## src/rtl/elevador_pkg.sv

```systemverilog
// Shared types and constants for the elevator call scheduler.
// Floor, state and door-state encodings used by the scheduler and its target chooser.
package elevador_pkg;

    localparam int FLOOR_W = 2;
    localparam int NFLOORS = 4;

    localparam logic [1:0] PORTA_FECHADA = 2'b00;
    localparam logic [1:0] PORTA_ABERTA  = 2'b11;

    typedef logic [FLOOR_W-1:0] andar_t;

    typedef enum logic [2:0] {
        ST_IDLE       = 3'd0,
        ST_CLOSE_WAIT = 3'd1,
        ST_MOVE       = 3'd2,
        ST_OPEN_WAIT  = 3'd3,
        ST_DWELL      = 3'd4
    } estado_t;

    function automatic logic [NFLOORS-1:0] um_quente(input andar_t a);
        logic [NFLOORS-1:0] v;
        v    = '0;
        v[a] = 1'b1;
        return v;
    endfunction

endpackage

```

## src/rtl/escalonador_elevador_seletor_alvo.sv

```systemverilog
// SCAN target chooser: a call at the current floor first, then the nearest
// call in the travel direction, otherwise the nearest call behind (direction flips).
module seletor_alvo
    import elevador_pkg::*;
(
    input  logic [NFLOORS-1:0] pedidos,
    input  andar_t             andar,
    input  logic               subindo,
    output andar_t             alvo,
    output logic               novo_subindo,
    output logic               aqui
);

    logic   acima_ok;
    logic   abaixo_ok;
    andar_t acima;
    andar_t abaixo;

    // Scanning top-down for "above" and bottom-up for "below" leaves the nearest hit.
    always_comb begin
        acima_ok  = 1'b0;
        acima     = andar;
        abaixo_ok = 1'b0;
        abaixo    = andar;
        for (int i = NFLOORS - 1; i >= 0; i--) begin
            if (pedidos[i] && (andar_t'(i) > andar)) begin
                acima_ok = 1'b1;
                acima    = andar_t'(i);
            end
        end
        for (int i = 0; i < NFLOORS; i++) begin
            if (pedidos[i] && (andar_t'(i) < andar)) begin
                abaixo_ok = 1'b1;
                abaixo    = andar_t'(i);
            end
        end
    end

    always_comb begin
        aqui         = pedidos[andar];
        alvo         = andar;
        novo_subindo = subindo;
        if (!aqui) begin
            if (subindo && acima_ok) begin
                alvo = acima;
            end else if (subindo && abaixo_ok) begin
                alvo         = abaixo;
                novo_subindo = 1'b0;
            end else if (!subindo && abaixo_ok) begin
                alvo = abaixo;
            end else if (!subindo && acima_ok) begin
                alvo         = acima;
                novo_subindo = 1'b1;
            end
        end
    end

endmodule

```

## src/rtl/escalonador_elevador.sv

```systemverilog
// Call latch, SCAN scheduling and one-floor-per-tick motion sequencing for a
// 4-floor car, interlocked with the door controller's state feedback.
module escalonador_elevador
    import elevador_pkg::*;
#(
    parameter int unsigned DWELL        = 3,
    parameter logic [1:0]  HOME         = 2'd0,
    parameter int unsigned IDLE_TIMEOUT = 8
) (
    input  logic       clk,
    input  logic       reset,
    input  logic [3:0] chamada,
    input  logic [1:0] porta_estado,
    input  logic       porta_aberta,
    input  logic       cheio,
    output logic [1:0] andar,
    output logic [1:0] prioridade,
    output logic [3:0] pendentes,
    output logic       subindo,
    output logic       movendo,
    output logic [2:0] estado
);

    localparam logic [3:0] DWELL_FIM = 4'(DWELL - 1);

    estado_t            st;
    logic [3:0]         dwell_cnt;
    logic [7:0]         idle_cnt;
    logic               home_req;
    logic [NFLOORS-1:0] sel_pedidos;
    logic [NFLOORS-1:0] limpa;
    andar_t             alvo;
    logic               novo_subindo;
    logic               aqui;
    andar_t             mv_alvo;
    andar_t             passo;
    logic               ocioso_esgotado;
    logic               dwell_fim;

    assign estado          = st;
    assign dwell_fim       = (dwell_cnt == DWELL_FIM);
    assign ocioso_esgotado = (IDLE_TIMEOUT != 0) &&
                             (({1'b0, idle_cnt} + 9'd1) >= 9'(IDLE_TIMEOUT));

    // While dwelling, the chooser must see only the calls left after serving this floor.
    always_comb begin
        if (st == ST_DWELL) begin
            sel_pedidos = pendentes & ~um_quente(andar);
        end else begin
            sel_pedidos = pendentes | (home_req ? um_quente(HOME) : '0);
        end
        limpa = (st == ST_DWELL && dwell_fim && !cheio) ? um_quente(andar) : '0;
    end

    seletor_alvo u_seletor (
        .pedidos      (sel_pedidos),
        .andar        (andar),
        .subindo      (subindo),
        .alvo         (alvo),
        .novo_subindo (novo_subindo),
        .aqui         (aqui)
    );

    // Retarget only to a call at the car or strictly between it and the current target.
    always_comb begin
        mv_alvo = prioridade;
        if (aqui) begin
            mv_alvo = andar;
        end else if (prioridade > andar) begin
            if (alvo > andar && alvo < prioridade) mv_alvo = alvo;
        end else begin
            if (alvo < andar && alvo > prioridade) mv_alvo = alvo;
        end
        passo = andar;
        if (mv_alvo > andar) begin
            passo = andar + 2'd1;
        end else if (mv_alvo < andar) begin
            passo = andar - 2'd1;
        end
    end

    always_ff @(posedge clk or negedge reset) begin
        if (!reset) begin
            st         <= ST_IDLE;
            andar      <= '0;
            prioridade <= '0;
            pendentes  <= '0;
            subindo    <= 1'b1;
            movendo    <= 1'b0;
            dwell_cnt  <= '0;
            idle_cnt   <= '0;
            home_req   <= 1'b0;
        end else begin
            pendentes <= (pendentes | chamada) & ~limpa;
            movendo   <= 1'b0;
            if (st != ST_IDLE) idle_cnt <= '0;
            case (st)
                ST_IDLE: begin
                    prioridade <= andar;
                    if (idle_cnt != 8'hFF) idle_cnt <= idle_cnt + 8'd1;
                    if (aqui) begin
                        st <= ST_OPEN_WAIT;
                    end else if (alvo != andar) begin
                        prioridade <= alvo;
                        subindo    <= novo_subindo;
                        idle_cnt   <= '0;
                        st         <= ST_CLOSE_WAIT;
                    end else if (ocioso_esgotado && andar != HOME) begin
                        home_req <= 1'b1;
                    end
                end
                ST_CLOSE_WAIT: begin
                    if (porta_estado == PORTA_FECHADA) begin
                        st      <= ST_MOVE;
                        movendo <= 1'b1;
                    end
                end
                ST_MOVE: begin
                    if (mv_alvo == andar) begin
                        prioridade <= andar;
                        st         <= ST_OPEN_WAIT;
                    end else begin
                        andar      <= passo;
                        prioridade <= mv_alvo;
                        if (passo == mv_alvo) begin
                            st <= ST_OPEN_WAIT;
                        end else begin
                            movendo <= 1'b1;
                        end
                    end
                end
                ST_OPEN_WAIT: begin
                    if (porta_aberta && porta_estado == PORTA_ABERTA) begin
                        st        <= ST_DWELL;
                        dwell_cnt <= '0;
                    end
                end
                ST_DWELL: begin
                    if (!dwell_fim) begin
                        dwell_cnt <= dwell_cnt + 4'd1;
                    end else if (!cheio) begin
                        home_req <= 1'b0;
                        if (alvo != andar) begin
                            prioridade <= alvo;
                            subindo    <= novo_subindo;
                            st         <= ST_CLOSE_WAIT;
                        end else begin
                            st <= ST_IDLE;
                        end
                    end
                end
                default: st <= ST_IDLE;
            endcase
        end
    end

endmodule

```

## config.mk

```make
export PLATFORM = sky130hd
export DESIGN_NAME = escalonador_elevador
export DESIGN_NICKNAME = d
export VERILOG_FILES = /design/src/rtl/elevador_pkg.sv /design/src/rtl/escalonador_elevador_seletor_alvo.sv /design/src/rtl/escalonador_elevador.sv
export SDC_FILE = /design/constraint.sdc
export NUM_CORES = 1
export LEC_CHECK = 0
export ABC_AREA = 1
export CAP_MARGIN = 20
export CORE_MARGIN = 3
export CORE_UTILIZATION = 40
export CTS_CLUSTER_SIZE = 16
export DETAILED_ROUTE_END_ITERATION = 8
export GPL_TIMING_DRIVEN = 0
export HOLD_SLACK_MARGIN = 0.06
export MAX_ROUTING_LAYER = met4
export PLACE_DENSITY_LB_ADDON = 0.1
export SLEW_MARGIN = 20
export SYNTH_ARGS = -nofsm -noshare
export SYNTH_HDL_FRONTEND = slang
export SYNTH_SLANG_ARGS = --single-unit
```

## constraint.sdc

```tcl
create_clock -name clk -period 7.9 [get_ports clk]
set_input_delay 1.58 -clock clk [delete_from_list [all_inputs] [get_ports clk]]
set_output_delay 1.58 -clock clk [all_outputs]
set_load 0.05 [all_outputs]
```

* Yosys cells after proc, flatten, opt, wreduce, memory -nomap -nowiden
Index checks and enable logic that the tools add are counted.
** Word-level totals
- Bits in registers :: 26
- Output and inout bits :: 13
- Logic and storage cells :: 173
** Cells by class
- Add/sub/neg operators :: 5
- $lt $le $gt $ge :: 18
- Eq/ne operators :: 21
- Mux-type cells :: 79
- Bitwise operators :: 7
- Reduce and logical (&&, ||, !) cells :: 34
** Operators with widths (count)
- 2-bit 2-to-1 mux :: 25
- 8-bit 2-to-1 mux :: 5
- 1-bit 2-to-1 mux :: 29
- 3-bit 2-to-1 mux :: 8
- 1-bit logical AND :: 19
- 4-bit 2-to-1 mux :: 4
- 2-bit inequality test (second input constant) :: 8
- 3-bit case mux with 5 select lines :: 1
- 6-bit AND reduction :: 2
- 8-bit by 1-bit adder with 9-bit output (second input constant) :: 1
- 9-bit by 4-bit >= comparator with 1-bit output (second input constant) :: 1
- 8-bit by 1-bit adder with 8-bit output (second input constant) :: 1
- 4-bit bitwise AND :: 2
- 2-bit greater-than comparator :: 4
- 8-bit inequality test (second input constant) :: 1
- 4-bit NOT :: 2
- 4-bit case mux with 2 select lines :: 1
- 4-bit AND reduction :: 2
- 3-bit by 2-bit equality test with 1-bit output (second input constant) :: 2
- 2-bit < comparator :: 3
- 3-bit inequality test (second input constant) :: 2
- 1-bit case mux with 2 select lines :: 3
- 2-bit case mux with 3 select lines :: 1
- 2-bit nonzero test :: 3
- other kinds (27) :: 34

* Longest topological paths before layout
- Depth after elaboration :: 30
- Mapped depth :: 38
- Mapped depth without buffers :: 38

* Cells and area by module
A second synthesis with hierarchy kept.
** Unflattened totals
- Cell total of the unflattened synthesis :: 300
- Area total of the unflattened synthesis :: 2129.5 um^2
** By module, submodules not included
- escalonador_elevador :: times used 1, cells each 246, area an instance 1846.8 um^2, seq. area each 651.9 um^2
- seletor_alvo :: times used 1, cells each 54, area an instance 282.8 um^2, seq. area each 0.0 um^2

* Worst setup path before layout
OpenSTA, ideal clock, no wires.
- Kind :: register to register
- From :: register andar[0]
- To :: register st[0] (netlist: estado[0])
- Setup time :: 0.118 ns
- Arrival time :: 4.498 ns
- Data required time :: 7.782 ns
- Path slack :: 3.284 ns
- Stages on the path, launching flop included :: 35
- Period minus slack after synthesis :: 4.616 ns
- Cells stage by stage :: dfrtp_1 -> inv_1 -> ha_1 -> inv_1 -> nand2_1 -> nand3_1 -> nand2_1 -> nand2_1 -> nand3_1 -> nand2_4 -> nor2_2 -> a21boi_0 -> ha_1 -> nand2_1 -> inv_1 -> nor3_1 -> inv_1 -> a21oi_1 -> nand2_1 -> nand2_1 -> nand2_1 -> nand2_2 -> inv_1 -> ha_1 -> inv_1 -> o21bai_1 -> o211ai_1 -> o21ai_0 -> inv_1 -> nand3_1 -> nand2_1 -> nand2_1 -> nand2_2 -> nand3_1 -> nand2_1
** On the way
- Longest elaborated chain between the ends :: 29
- Elaborated cells on any way between the ends :: 80
** Ends and longest elaborated chain
- start, declared :: line escalonador_elevador.sv:16 : output logic [1:0] andar,
- start signal, assigned :: line escalonador_elevador.sv:123 : andar <= passo;
- 2-bit by 3-bit < comparator with 1-bit output (implied by the code) / 2-bit by 1-bit >= comparator with 1-bit output (equally long branches) :: line elevador_pkg.sv:24 : v[a] = 1'b1;
- 1-bit logical AND (implied by the code) :: line elevador_pkg.sv:24
- 1-bit 2-to-1 mux (implied by the code) :: line elevador_pkg.sv:24
- 1-bit demux with 2-bit select :: line elevador_pkg.sv:24
- 4-bit NOT :: line escalonador_elevador.sv:48 : sel_pedidos = pendentes & ~um_quente(andar);
- 4-bit bitwise AND :: line escalonador_elevador.sv:48
- 4-bit 2-to-1 mux :: line escalonador_elevador.sv:47 : if (st == ST_DWELL) begin
- 1-bit logical AND :: line escalonador_elevador_seletor_alvo.sv:26 : if (pedidos[i] && (andar_t'(i) > andar)) begin
- [13 not listed]
- 2-bit 2-to-1 mux :: line escalonador_elevador.sv:69 : end else if (prioridade > andar) begin
- 2-bit 2-to-1 mux :: line escalonador_elevador.sv:67 : if (aqui) begin
- 2-bit < comparator :: line escalonador_elevador.sv:77 : end else if (mv_alvo < andar) begin
- 2-bit 2-to-1 mux :: line escalonador_elevador.sv:77
- 2-bit 2-to-1 mux :: line escalonador_elevador.sv:75 : if (mv_alvo > andar) begin
- 2-bit equality test :: line escalonador_elevador.sv:125 : if (passo == mv_alvo) begin
- 3-bit inequality test (no line)
- 6-bit AND reduction (no line)
- end signal, assigned :: line escalonador_elevador.sv:84 : st <= ST_IDLE;
- end signal, assigned :: line escalonador_elevador.sv:126 : st <= ST_OPEN_WAIT;
- end signal, assigned :: line escalonador_elevador.sv:134 : st <= ST_DWELL;
- end, declared :: line escalonador_elevador.sv:26 : estado_t st;
Several ways; a longest one is shown, not always the timed one. The select of a mux whose other input is x is not followed.
A chain may end at the register's enable or synchronous reset.

* Worst setup path in the final report
Ends and elaborated chain as after synthesis.

==> flow_summary.json <==
{
  "netlist_instances": 281,
  "setup_tns_ns": 0,
  "num-fill-cells": 514,
  "ys_ff_latch": 26,
  "drt_iter0_markers": 86,
  "firstDrtPassIters": 4,
  "routedWlPerCell_um": 12.1,
  "antenna_left": 0,
  "setup_viol": 0,
  "cp-end-kind": "flip-flop",
  "fin_util_pct": 50.1,
  "hold_viol_final": 0,
  "peakVddDrop_uv": 298,
  "worstSetupPathType": "reg2reg",
  "worst_clock_skew_ns": 0.00963,
  "grt_setup_unrepaired": "no",
  "gp_congestion": 0.864,
  "slowest_delay_ns": 0.64,
  "cp_max_fo": 10,
  "synth_top_area_share_pct": 30.7,
  "syn_area_per_cell_sq_um": 7.26,
  "layout.nets": 335,
  "cts_root_buffer": "clkbuf_8",
  "track_usage_pct": 16.5,
  "power_density_mw_per_mm2": 440,
  "yosys_warnings": 0,
  "cts.reportedPaths.clkPinSlew_ns": 0.10,
  "num_vias": 1820,
  "start_kind": "flip-flop",
  "p_int_uw": 491,
  "coreArea_sq_mm": 0.00482,
  "slew_headroom_pct": 57.8,
  "viasPerCell": 4.87,
  "fp.dieH_um": 77.4,
  "die_w_um": 77.4,
  "die_area_sq_mm": 0.00599,
  "cellLeakagePower_nw": 1.21,
  "antenna_cells": 0,
  "grt_remaining_overflow": 0,
  "fmax_ghz": 0.196,
  "pwr-share-clk_pct": 10.6,
  "grt_max_degree": 27,
  "worstSkewPairLatency_ns": 0.28,
  "start_util_pct": 42.4,
  "slew_viol_final": 0,
  "cp.arrival_ns": 5.26,
  "status": "finished, final reports clean",
  "areaGrowthSynthToFinish_pct": 18.1,
  "cts-resized-gates": 0,
  "postCtsSetupRepairBufs": 0,
  "drt-total-wl_um": 4540,
  "drc": 0,
  "worstMarginPinSlew_ns": 0.629,
  "antenna_found_initial": 0,
  "cpMostUsedCell": "nand2_1",
  "ys_seq_area_share_pct": 31.9,
  "yosysTopAreaCell": "dfrtp_1",
  "io_buffers": 22,
  "cts_num_sinks": 26,
  "period_minus_slack_ns": 5.09,
  "cts_tree": "yes",
  "critPathSlowestCell": "dfrtp_1",
  "syn-num-nets": 308,
  "pin_count": 23,
  "hpwl_um": 3560,
  "netlist_area_sq_mm": 0.00204,
  "ys_types": 35,
  "share_comb_of_total_power_pct": 69.2,
  "ctsHtreeMaxLevel": 1,
  "clockBufferDepth": 2,
  "layout-drive-gt1-share_pct": 9.77,
  "sw_frac_of_total_pct": 53.8,
  "hp-class": "reg2reg",
  "fin_crit_sh_pct": 64.5,
  "crit_required_ns": 8.07,
  "synth_area_leaders": "dfrtp_1 31%, ha_1 10%, nand2_1 9.9%, inv_1 8.1%, nand3_1 5.4%",
  "ctsHoldBuffers": 0,
  "floorplan.rows": 25,
  "grt_pass1_vias": 1746,
  "grt_pass1_wl_um": 8010,
  "numCtsBuffers": 3,
  "p_sw_uw": 571,
  "pwr-share-seq_pct": 20.2,
  "max_cap_violations": 0
}
critical path: cells and delay by family, from the launching register on:
kind	cells	cell delay, ns
and+or+nand+nor	19	1.70
adders and majority gates	3	0.94
DFF	1	0.64
buffers and inverters	7	0.79
AOI/OAI and AO/OA	5	0.97
cell usage after synthesis:
library cell / number
nand2_1: 54
inv_1: 44
dfrtp_1: 25
nor2_1: 23
nand3_1: 22
a21oi_1: 21
ha_1: 17
o21ai_0: 13
nand2_2: 7
xor2_1: 6
nor3_1: 5
nand4_1: 4
o22ai_1: 4
inv_2: 3
nand3_2: 3
a22oi_1: 2
nand2_4: 2
nand3b_1: 2
nor2_2: 2
nor3b_1: 2
o211ai_1: 2
o21ai_1: 2
o21ai_2: 2
o31ai_1: 2
or2_2: 2
a2111oi_0: 1
a21boi_0: 1
a31oi_1: 1
and3_1: 1
buf_2: 1
dfstp_2: 1
nand3_4: 1
nor2_4: 1
o21bai_1: 1
xnor2_1: 1
final timing paths:
kind	from	end	slack [ns]	cells past startpoint
setup / recovery	andar[0]	estado[0]	2.81	34
hold / removal	home_req	home_req	0.50	2
setup reg to reg	andar[0]	estado[0]	2.81	34
hold reg to reg	home_req	home_req	0.50	2
max in group asynchronous	reset	estado[1]	6.21	1
min in group asynchronous	reset	idle_cnt[2]	1.29	1
sequential cells by signal (all words and copies together), names as in the netlist:
register,flops
pendentes,4
home_req,1
andar,2
estado,3
movendo,1
prioridade,2
subindo,1
idle_cnt,8
dwell_cnt,4
final cells by class:
class                           instances  area (sq um)  share of cell area (%)
Buffer                                  1          5.00                   0.208
Clock buffer                            3          41.3                    1.71
Clock inverter                          1          30.0                    1.25
Inverter                               47           176                    7.32
Multi-Input combinational cell        207          1210                    50.1
Sequential cell                        26           652                    27.0
Tap cell                               67          83.8                    3.48
Timing Repair Buffer                   22           215                    8.93
cell families (layout without fill, tap and decap cells):
family,Yosys count,in the layout,share of synthesized area (%)
buf+inv,48,74,8.89
simple gates,131,131,31.1
xor+xnor,7,7,3.00
flops,26,26,31.9
compound gates,52,52,14.6
fa+ha+maj,17,17,10.4
stage by stage:
step | cells | power [mW] | cell area [sq um] | setup slack, ns | hold WS [ns]
6_report | 374 | 1.06 | 2410 | 2.81 | 0.502
2_1_floorplan | 281 | 0.782 | 2040 | 3.28 | 0.454
4_1_cts | 374 | 1.07 | 2410 | 2.77 | 0.511
3_5_place_dp | 370 | 0.951 | 2340 | 2.81 | 0.486
5_1_grt | 374 | 1.18 | 2410 | 2.17 | 0.551
3_3_place_gp | 370 | 0.947 | 2340 | 2.81 | 0.478
metal layers:
metal	wire, um	track usage (%)
met4	12	1.96
met5	0	-
met2	2040	26.5
met1	2350	22.6
met3	136	2.67
power by group through the flow:
stage	clock [mW]	sequential, mW	combinational (mW)
3_3_place_gp	0	0.218	0.728
4_1_cts	0.115	0.216	0.737
2_1_floorplan	0	0.275	0.507
3_5_place_dp	0	0.218	0.733
6_report	0.112	0.215	0.734
5_1_grt	0.120	0.222	0.842
cells in the final DEF, fill, tap and decap left out, drive strengths merged, types with 2 or more instances in the layout:
cell / instances
o31ai: 2
inv: 47
o21ai: 17
xor2: 6
a22oi: 2
clkbuf: 3
dfrtp: 25
nor3b: 2
clkdlybuf4s50: 21
or2: 2
nand3b: 2
nor3: 5
nand2: 63
o211ai: 2
nor2: 26
nand3: 26
o22ai: 4
a21oi: 21
buf: 2
nand4: 4
ha: 17
No activity file was read; power rests on OpenSTA's default activity.
